===== config.mk =====
export PLATFORM = sky130hd
export DESIGN_NAME = arq_ctrl_flat
export DESIGN_NICKNAME = d
export VERILOG_FILES = /design/src/rtl/arq_ctrl_pkg.sv /design/src/rtl/arq_ctrl_if.sv /design/src/rtl/arq_timer.sv /design/src/rtl/arq_ctrl.sv /design/src/flat_wrapper.sv
export SDC_FILE = /design/constraint.sdc
export NUM_CORES = 1
export LEC_CHECK = 0
export CORE_AREA = 2 2 67 76
export CTS_CLUSTER_SIZE = 25
export DETAILED_ROUTE_END_ITERATION = 8
export DIE_AREA = 0 0 69 78
export GPL_TIMING_DRIVEN = 1
export PLACE_DENSITY_LB_ADDON = 0.15
export SYNTH_ARGS = -nofsm -noshare
export SYNTH_HDL_FRONTEND = slang
export SYNTH_HIERARCHICAL = 1
export SYNTH_SLANG_ARGS = --single-unit

===== constraint.sdc =====
create_clock -name i_clk -period 7.75 [get_ports i_clk]
set_clock_uncertainty 0.2 [all_clocks]
set_input_delay 1.1625 -clock i_clk [delete_from_list [all_inputs] [get_ports i_clk]]
set_output_delay 1.1625 -clock i_clk [all_outputs]
set_load 0.02 [all_outputs]

===== src/rtl/arq_ctrl_pkg.sv =====
// arq_ctrl_pkg: shared sender-side ARQ types and frame geometry.
// Holds the ARQ state encoding and the default frame/timeout/retry sizes.
package arq_ctrl_pkg;

  localparam int ARQ_FRAME_LEN   = 6016;
  localparam int ARQ_ACK_TIMEOUT = 4096;
  localparam int ARQ_MAX_RETRY   = 3;

  typedef enum logic [2:0] {
    ST_IDLE = 3'd0,
    ST_SEND = 3'd1,
    ST_WAIT = 3'd2,
    ST_RETX = 3'd3,
    ST_DROP = 3'd4
  } arq_state_e;

endpackage


===== src/rtl/arq_ctrl_if.sv =====
// arq_ctrl_if: line-side bundle between the mapper/return path and arq_ctrl.
// master drives i_* (mapper, verdict path); slave is arq_ctrl (drives o_*).
interface arq_ctrl_if #(
  parameter int RW = 2
);

  logic          i_arq_en;
  logic          i_frame_data_valid;
  logic          i_frame_data_fas;
  logic          i_ack_valid;
  logic          i_ack;
  logic          o_send_hold;
  logic          o_line_retrans_req;
  logic          o_frame_drop;
  logic [RW-1:0] o_retry_cnt;
  logic          o_busy;
`ifdef ARQ_CTRL_STATS_EN
  logic [15:0]   o_stat_retx;
  logic [15:0]   o_stat_drop;

  modport master (
    output i_arq_en, i_frame_data_valid, i_frame_data_fas,
    output i_ack_valid, i_ack,
    input  o_send_hold, o_line_retrans_req, o_frame_drop,
    input  o_retry_cnt, o_busy, o_stat_retx, o_stat_drop
  );

  modport slave (
    input  i_arq_en, i_frame_data_valid, i_frame_data_fas,
    input  i_ack_valid, i_ack,
    output o_send_hold, o_line_retrans_req, o_frame_drop,
    output o_retry_cnt, o_busy, o_stat_retx, o_stat_drop
  );
`else
  modport master (
    output i_arq_en, i_frame_data_valid, i_frame_data_fas,
    output i_ack_valid, i_ack,
    input  o_send_hold, o_line_retrans_req, o_frame_drop,
    input  o_retry_cnt, o_busy
  );

  modport slave (
    input  i_arq_en, i_frame_data_valid, i_frame_data_fas,
    input  i_ack_valid, i_ack,
    output o_send_hold, o_line_retrans_req, o_frame_drop,
    output o_retry_cnt, o_busy
  );
`endif

endinterface


===== src/rtl/arq_timer.sv =====
// arq_timer: loadable up-counter, stops at LAST and flags it on o_tc.
// Ports: i_clk, i_rst, i_clr (to 0), i_load (to 1), i_inc, o_tc (cnt==LAST).
module arq_timer #(
  parameter int W    = 13,
  parameter int LAST = 1
) (
  input  logic i_clk,
  input  logic i_rst,
  input  logic i_clr,
  input  logic i_load,
  input  logic i_inc,
  output logic o_tc
);

  logic [W-1:0] cnt;

  assign o_tc = (cnt == W'(LAST));

  always_ff @(posedge i_clk) begin
    if (i_rst || i_clr) begin
      cnt <= '0;
    end else if (i_load) begin
      cnt <= W'(1);
    end else if (i_inc && !o_tc) begin
      cnt <= cnt + 1'b1;
    end
  end

endmodule


===== src/rtl/arq_ctrl.sv =====
// arq_ctrl: stop-and-wait ARQ sequencer beside the mapper (sender path).
// Ports: i_clk, i_rst (sync, high), bus (arq_ctrl_if.slave: mapper valid/FAS,
// ACK/NAK in; send hold, retrans pulse, drop pulse, retry count, busy out).
// Optional ARQ_CTRL_STATS_EN adds saturating RETX/DROP entry counters.
module arq_ctrl
  import arq_ctrl_pkg::*;
#(
  parameter int FRAME_LEN   = ARQ_FRAME_LEN,
  parameter int ACK_TIMEOUT = ARQ_ACK_TIMEOUT,
  parameter int MAX_RETRY   = ARQ_MAX_RETRY
) (
  input  logic      i_clk,
  input  logic      i_rst,
  arq_ctrl_if.slave bus
);

  localparam int RW = $clog2(MAX_RETRY + 1);
  localparam int BW = $clog2(FRAME_LEN + 1);
  localparam int TW = $clog2(ACK_TIMEOUT + 1);

  arq_state_e    state;
  arq_state_e    nxt;
  logic [RW-1:0] retry;
  logic          byte_armed;
  logic          byte_tc;
  logic          to_tc;
  logic          fas_v;
  logic          data_v;
  logic          byte_clr;
  logic          byte_load;
  logic          byte_inc;
  logic          to_clr;
  logic          to_inc;
  logic          fail;
  logic          to_retx;
  logic          to_drop;

  assign fas_v  = bus.i_frame_data_valid && bus.i_frame_data_fas;
  assign data_v = bus.i_frame_data_valid && !bus.i_frame_data_fas;
  assign fail   = bus.i_ack_valid ? !bus.i_ack : to_tc;

  always_comb begin
    nxt = state;
    if (!bus.i_arq_en) begin
      nxt = ST_IDLE;
    end else begin
      unique case (state)
        ST_IDLE: if (fas_v) nxt = ST_SEND;
        ST_SEND: if (data_v && byte_armed && byte_tc) nxt = ST_WAIT;
        ST_WAIT: begin
          if (bus.i_ack_valid && bus.i_ack) begin
            nxt = ST_IDLE;
          end else if (fail) begin
            nxt = (retry == RW'(MAX_RETRY)) ? ST_DROP : ST_RETX;
          end
        end
        ST_RETX: nxt = ST_SEND;
        ST_DROP: nxt = ST_IDLE;
        default: nxt = ST_IDLE;
      endcase
    end
  end

  assign to_retx = (state == ST_WAIT) && (nxt == ST_RETX);
  assign to_drop = (state == ST_WAIT) && (nxt == ST_DROP);

  // Byte count restarts on any FAS; after RETX it stays disarmed
  // until the resent frame's FAS arrives.
  assign byte_clr  = (nxt != ST_SEND);
  assign byte_load = fas_v && bus.i_arq_en &&
                     (state == ST_IDLE || state == ST_SEND);
  assign byte_inc  = (state == ST_SEND) && data_v && byte_armed;

  assign to_clr = (nxt != ST_WAIT);
  assign to_inc = (state == ST_WAIT);

  arq_timer #(
    .W    (BW),
    .LAST (FRAME_LEN - 1)
  ) u_byte_tmr (
    .i_clk  (i_clk),
    .i_rst  (i_rst),
    .i_clr  (byte_clr),
    .i_load (byte_load),
    .i_inc  (byte_inc),
    .o_tc   (byte_tc)
  );

  arq_timer #(
    .W    (TW),
    .LAST (ACK_TIMEOUT - 1)
  ) u_to_tmr (
    .i_clk  (i_clk),
    .i_rst  (i_rst),
    .i_clr  (to_clr),
    .i_load (1'b0),
    .i_inc  (to_inc),
    .o_tc   (to_tc)
  );

  always_ff @(posedge i_clk) begin
    if (i_rst) begin
      byte_armed <= 1'b0;
    end else if (byte_clr) begin
      byte_armed <= 1'b0;
    end else if (byte_load) begin
      byte_armed <= 1'b1;
    end
  end

  always_ff @(posedge i_clk) begin
    if (i_rst) begin
      state <= ST_IDLE;
      retry <= '0;
    end else begin
      state <= nxt;
      if (to_retx) begin
        retry <= retry + 1'b1;
      end else if (nxt == ST_IDLE || nxt == ST_DROP) begin
        retry <= '0;
      end
    end
  end

  assign bus.o_send_hold        = (state == ST_WAIT) ||
                                  (state == ST_RETX);
  assign bus.o_line_retrans_req = (state == ST_RETX);
  assign bus.o_frame_drop       = (state == ST_DROP);
  assign bus.o_retry_cnt        = retry;
  assign bus.o_busy             = (state != ST_IDLE);

`ifdef ARQ_CTRL_STATS_EN
  logic [15:0] stat_retx;
  logic [15:0] stat_drop;

  always_ff @(posedge i_clk) begin
    if (i_rst) begin
      stat_retx <= '0;
      stat_drop <= '0;
    end else begin
      if (to_retx && stat_retx != 16'hFFFF) begin
        stat_retx <= stat_retx + 16'd1;
      end
      if (to_drop && stat_drop != 16'hFFFF) begin
        stat_drop <= stat_drop + 16'd1;
      end
    end
  end

  assign bus.o_stat_retx = stat_retx;
  assign bus.o_stat_drop = stat_drop;
`endif

endmodule

===== src/flat_wrapper.sv =====
// flat-port wrapper written by rule: the top's interface ports become plain ports
module arq_ctrl_flat import arq_ctrl_pkg::*;
#(
  parameter int FRAME_LEN   = ARQ_FRAME_LEN,
  parameter int ACK_TIMEOUT = ARQ_ACK_TIMEOUT,
  parameter int MAX_RETRY   = ARQ_MAX_RETRY
)
  (i_clk, i_rst, bus_i_arq_en, bus_i_frame_data_valid, bus_i_frame_data_fas, bus_i_ack_valid, bus_i_ack, bus_o_send_hold, bus_o_line_retrans_req, bus_o_frame_drop, bus_o_retry_cnt, bus_o_busy);
  arq_ctrl_if bus_i ();
  input  logic i_clk;
  input  logic i_rst;
  input wire logic [$bits(bus_i.i_arq_en)-1:0] bus_i_arq_en;
  input wire logic [$bits(bus_i.i_frame_data_valid)-1:0] bus_i_frame_data_valid;
  input wire logic [$bits(bus_i.i_frame_data_fas)-1:0] bus_i_frame_data_fas;
  input wire logic [$bits(bus_i.i_ack_valid)-1:0] bus_i_ack_valid;
  input wire logic [$bits(bus_i.i_ack)-1:0] bus_i_ack;
  output wire logic [$bits(bus_i.o_send_hold)-1:0] bus_o_send_hold;
  output wire logic [$bits(bus_i.o_line_retrans_req)-1:0] bus_o_line_retrans_req;
  output wire logic [$bits(bus_i.o_frame_drop)-1:0] bus_o_frame_drop;
  output wire logic [$bits(bus_i.o_retry_cnt)-1:0] bus_o_retry_cnt;
  output wire logic [$bits(bus_i.o_busy)-1:0] bus_o_busy;
  assign bus_i.i_arq_en = bus_i_arq_en;
  assign bus_i.i_frame_data_valid = bus_i_frame_data_valid;
  assign bus_i.i_frame_data_fas = bus_i_frame_data_fas;
  assign bus_i.i_ack_valid = bus_i_ack_valid;
  assign bus_i.i_ack = bus_i_ack;
  assign bus_o_send_hold = bus_i.o_send_hold;
  assign bus_o_line_retrans_req = bus_i.o_line_retrans_req;
  assign bus_o_frame_drop = bus_i.o_frame_drop;
  assign bus_o_retry_cnt = bus_i.o_retry_cnt;
  assign bus_o_busy = bus_i.o_busy;
  arq_ctrl #(.FRAME_LEN(FRAME_LEN), .ACK_TIMEOUT(ACK_TIMEOUT), .MAX_RETRY(MAX_RETRY)) u_core (.i_clk(i_clk), .i_rst(i_rst), .bus(bus_i));
endmodule

==> results.yml <==
synthesis:
  synth.top_cell.area_share_pct: 35.83
  synth-adder-area-share_pct: 2.099
  yosys.area.top_type: "dfxtp_1"
  yosysUniqueCellTypes: 57
  ys_seq_area_share_pct: 35.83
  synth_area_per_cell_um2: 8.679
  syn-cell-area_um2: 1788
  yosys.area_share.simple_pct: 35.27
  synth_compound_area_share_pct: 18.82
  synth_edf_count: 0
  async_flop_share_pct: 0
  netlist_instances: 206
  synth_top_family_by_area: "simple AND/OR/NAND/NOR gates"
  synthFlopType: "dfxtp_1"
  yosysWarnings: 6
  synth.area.mux_share_pct: 0.6298
  synth_area_leaders: "dfxtp_1 (36%), nor2_1 (3.8%), nor3_1 (3.6%)"
  synth-xor-area-share_pct: 3.919
  ys_seq_elements: 32
clocking:
  clock_latency_ns: 0.28
  cts_tree: "built"
  cts.htree.levels: 2
  cts_buffer_depth: 2
  post_cts_resized: 0
  postCtsHoldBufs: 0
  cts_buffers: 5
  clock_sinks: 32
  post-cts-setup-buffers: 0
  path_clk_slew_ns: 0.06
  cts-root-buf: "clkbuf_8"
detailed_routing:
  viasPerCell: 5.368
  vias: 1503
  ant_nets: 0
  drc_errors: 0
  drt_wl_total_um: 3605
  firstDrtPassIters: 4
  detail_route.wl_per_cell_um: 12.88
  drtIter0Drc: 54
worst_hold_path:
  min_to: "u_core/u_to_tmr/cnt[12]"
  min_from: "u_core/u_to_tmr/cnt[12]"
  whs_path_depth: 1
  hold_class: "reg2reg"
floorplanning:
  dieArea_um2: 5382
  row_count: 26
  die_x_um: 69
  io_pins: 13
  start_util_pct: 39.26
  die_h_um: 78
  core_area_um2: 4554
power_and_ir_drop:
  powerDensity_nw_per_um2: 150.5
  finalPower_uw: 308.4
  irDropWorstVdd_mv: 0.06728
  leakagePower_uw: 0.0006252
global_routing:
  grt_start_max_net_pins: 16
  grt_pass1_vias: 1399
  antenna_found_initial: 0
  grt-ovfl-total: 0
  grt_usage_pct: 14.40
  grt_pass1_wl_um: 6368
critical_path:
  critPathArrivalTime_ns: 3.78
  required_ns: 7.73
  cp_max_fo: 8
  rr_endpoint: "u_core/u_to_tmr/cnt[11]"
  end_kind: "flip-flop"
  regToRegSetupSlack_ns: 4.05
  rr_worst_depth: 10
  worstSetupPathType: "in2reg"
  r2r_start: "u_core/u_to_tmr/cnt[10]"
  crit_path_start_kind: "input pin"
timing:
  tightestPinTransition_ns: 0.8474
  finalSetupTns_ns: 0
  slew_viol_final: 0
  max_freq_mhz: 263.0
  timing.slew.headroom_pct: 43.07
  hold_ws_ns: 0.2818
  fin_crit_ns: 3.802
  hold_viol_final: 0
  rsz0062_at_grt: "false"
  finalCritPeriodShare_pct: 49.05
  layout_setup_ws_ns: 3.948
  finalSetupViolCount: 0
placed_design:
  gp_congestion: 0.7631
  preCtsSetupSlack_ns: 3.615
  dpl.hpwl_um: 2646
  placed_area_um2: 1959
  port_buffers: 12
layout:
  diodes: 0
  final_area_um2: 2049
  drive_gt1_share_pct: 11.16
  area_delta_synth_final_pct: 14.63
  nNetsFinal: 233
status:
  status: "completed"
job:
  maxCapViolations: 0
registers in the layout (all words and copies together) (netlist names):
signal,flops
u_core/u_to_tmr/cnt,13
u_core/u_byte_tmr/cnt,13
u_core/bus.o_retry_cnt,2
u_core/byte_armed,1
u_core/state,3
Yosys cell counts (all sizes together), types with 4 or more instances:
master	n
nand2b	4
o21ai	14
a21oi	8
a31oi	5
inv	6
nand2	17
or4	4
or3	8
dfxtp	32
nor2	18
nand4	5
nand3	9
xnor2	7
nor3	14
o41ai	6
nor4	6
how the worst max path moves through the flow:
stage	from	to	cells past startpoint
3_3_place_gp	bus_i_ack_valid	u_core/u_to_tmr/cnt[11]	9
6_report	bus_i_ack_valid	u_core/u_to_tmr/cnt[11]	9
5_1_grt	u_core/u_to_tmr/cnt[9]	u_core/u_to_tmr/cnt[11]	10
4_1_cts	bus_i_ack_valid	u_core/u_to_tmr/cnt[11]	9
3_5_place_dp	bus_i_ack_valid	u_core/u_to_tmr/cnt[11]	9
2_1_floorplan	bus_i_ack_valid	u_core/u_to_tmr/cnt[9]	9
layer usage:
layer  share of wire (%)  vias to the layer above  track usage, %
met1                  51                      673           18.87
li1                    -                      806               -
met5                   0                        -               0
met2                  44                       19           22.88
met3                 2.9                        5           3.117
met4                 1.7                        0           5.882
final cells by class:
type | instances | area [um2]
Sequential cell | 32 | 640.6
Timing Repair Buffer | 12 | 120.1
Multi-Input combinational cell | 165 | 1097
Fill cell | 451 | 2505
Tap cell | 56 | 70.07
Clock buffer | 8 | 90.09
Inverter | 7 | 31.28
cell usage in the layout, fill, tap and decap left out, types with 3 or more instances in the layout:
master / count
dfxtp_1: 32
nor2_1: 18
nand2_1: 17
nor3_1: 13
clkdlybuf4s50_1: 12
o21ai_0: 12
a21oi_1: 8
nand3_1: 7
or3_1: 7
xnor2_1: 7
clkbuf_8: 6
inv_1: 6
nor4_1: 5
nand4_1: 5
a31oi_1: 4
o41ai_1: 4
or4_1: 4
and4_1: 3
nand2b_1: 3
ha_1: 3
conb_1: 3
worst max-delay path, stage by stage:
cell and delay, ns:
clkdlybuf4s50_1 0.45, or2_1 0.28, and3_1 0.22, nor3_2 0.14, o21ai_1 0.12, or2_2 0.33
nor3_1 0.71, o311ai_0 0.26, o41ai_1 0.11
logic make-up after synthesis:
family                   count (synthesis)
other                                    1
multiplexers                             1
XOR/XNOR                                 8
buffers and inverters                   11
flip-flops                              32
adder cells (fa/ha/maj)                  3
AO/OA/AOI/OAI                           45
AND/OR/NAND/NOR                        105
power by group:
group          internal [uW]  leakage (uW)  switching, uW
combinational           5.68      0.000322           6.71
clock                   72.3     0.0000455           58.5
sequential               165      0.000258          0.445
total                    243      0.000625           65.7
metrics by stage:
step           std cells  utilization, %
6_report             280           45.00
3_3_place_gp         272           43.02
4_1_cts              280           45.00
3_5_place_dp         272           43.02
2_1_floorplan        208               -
5_1_grt              280           45.00
(Power assumes the default switching activity.)
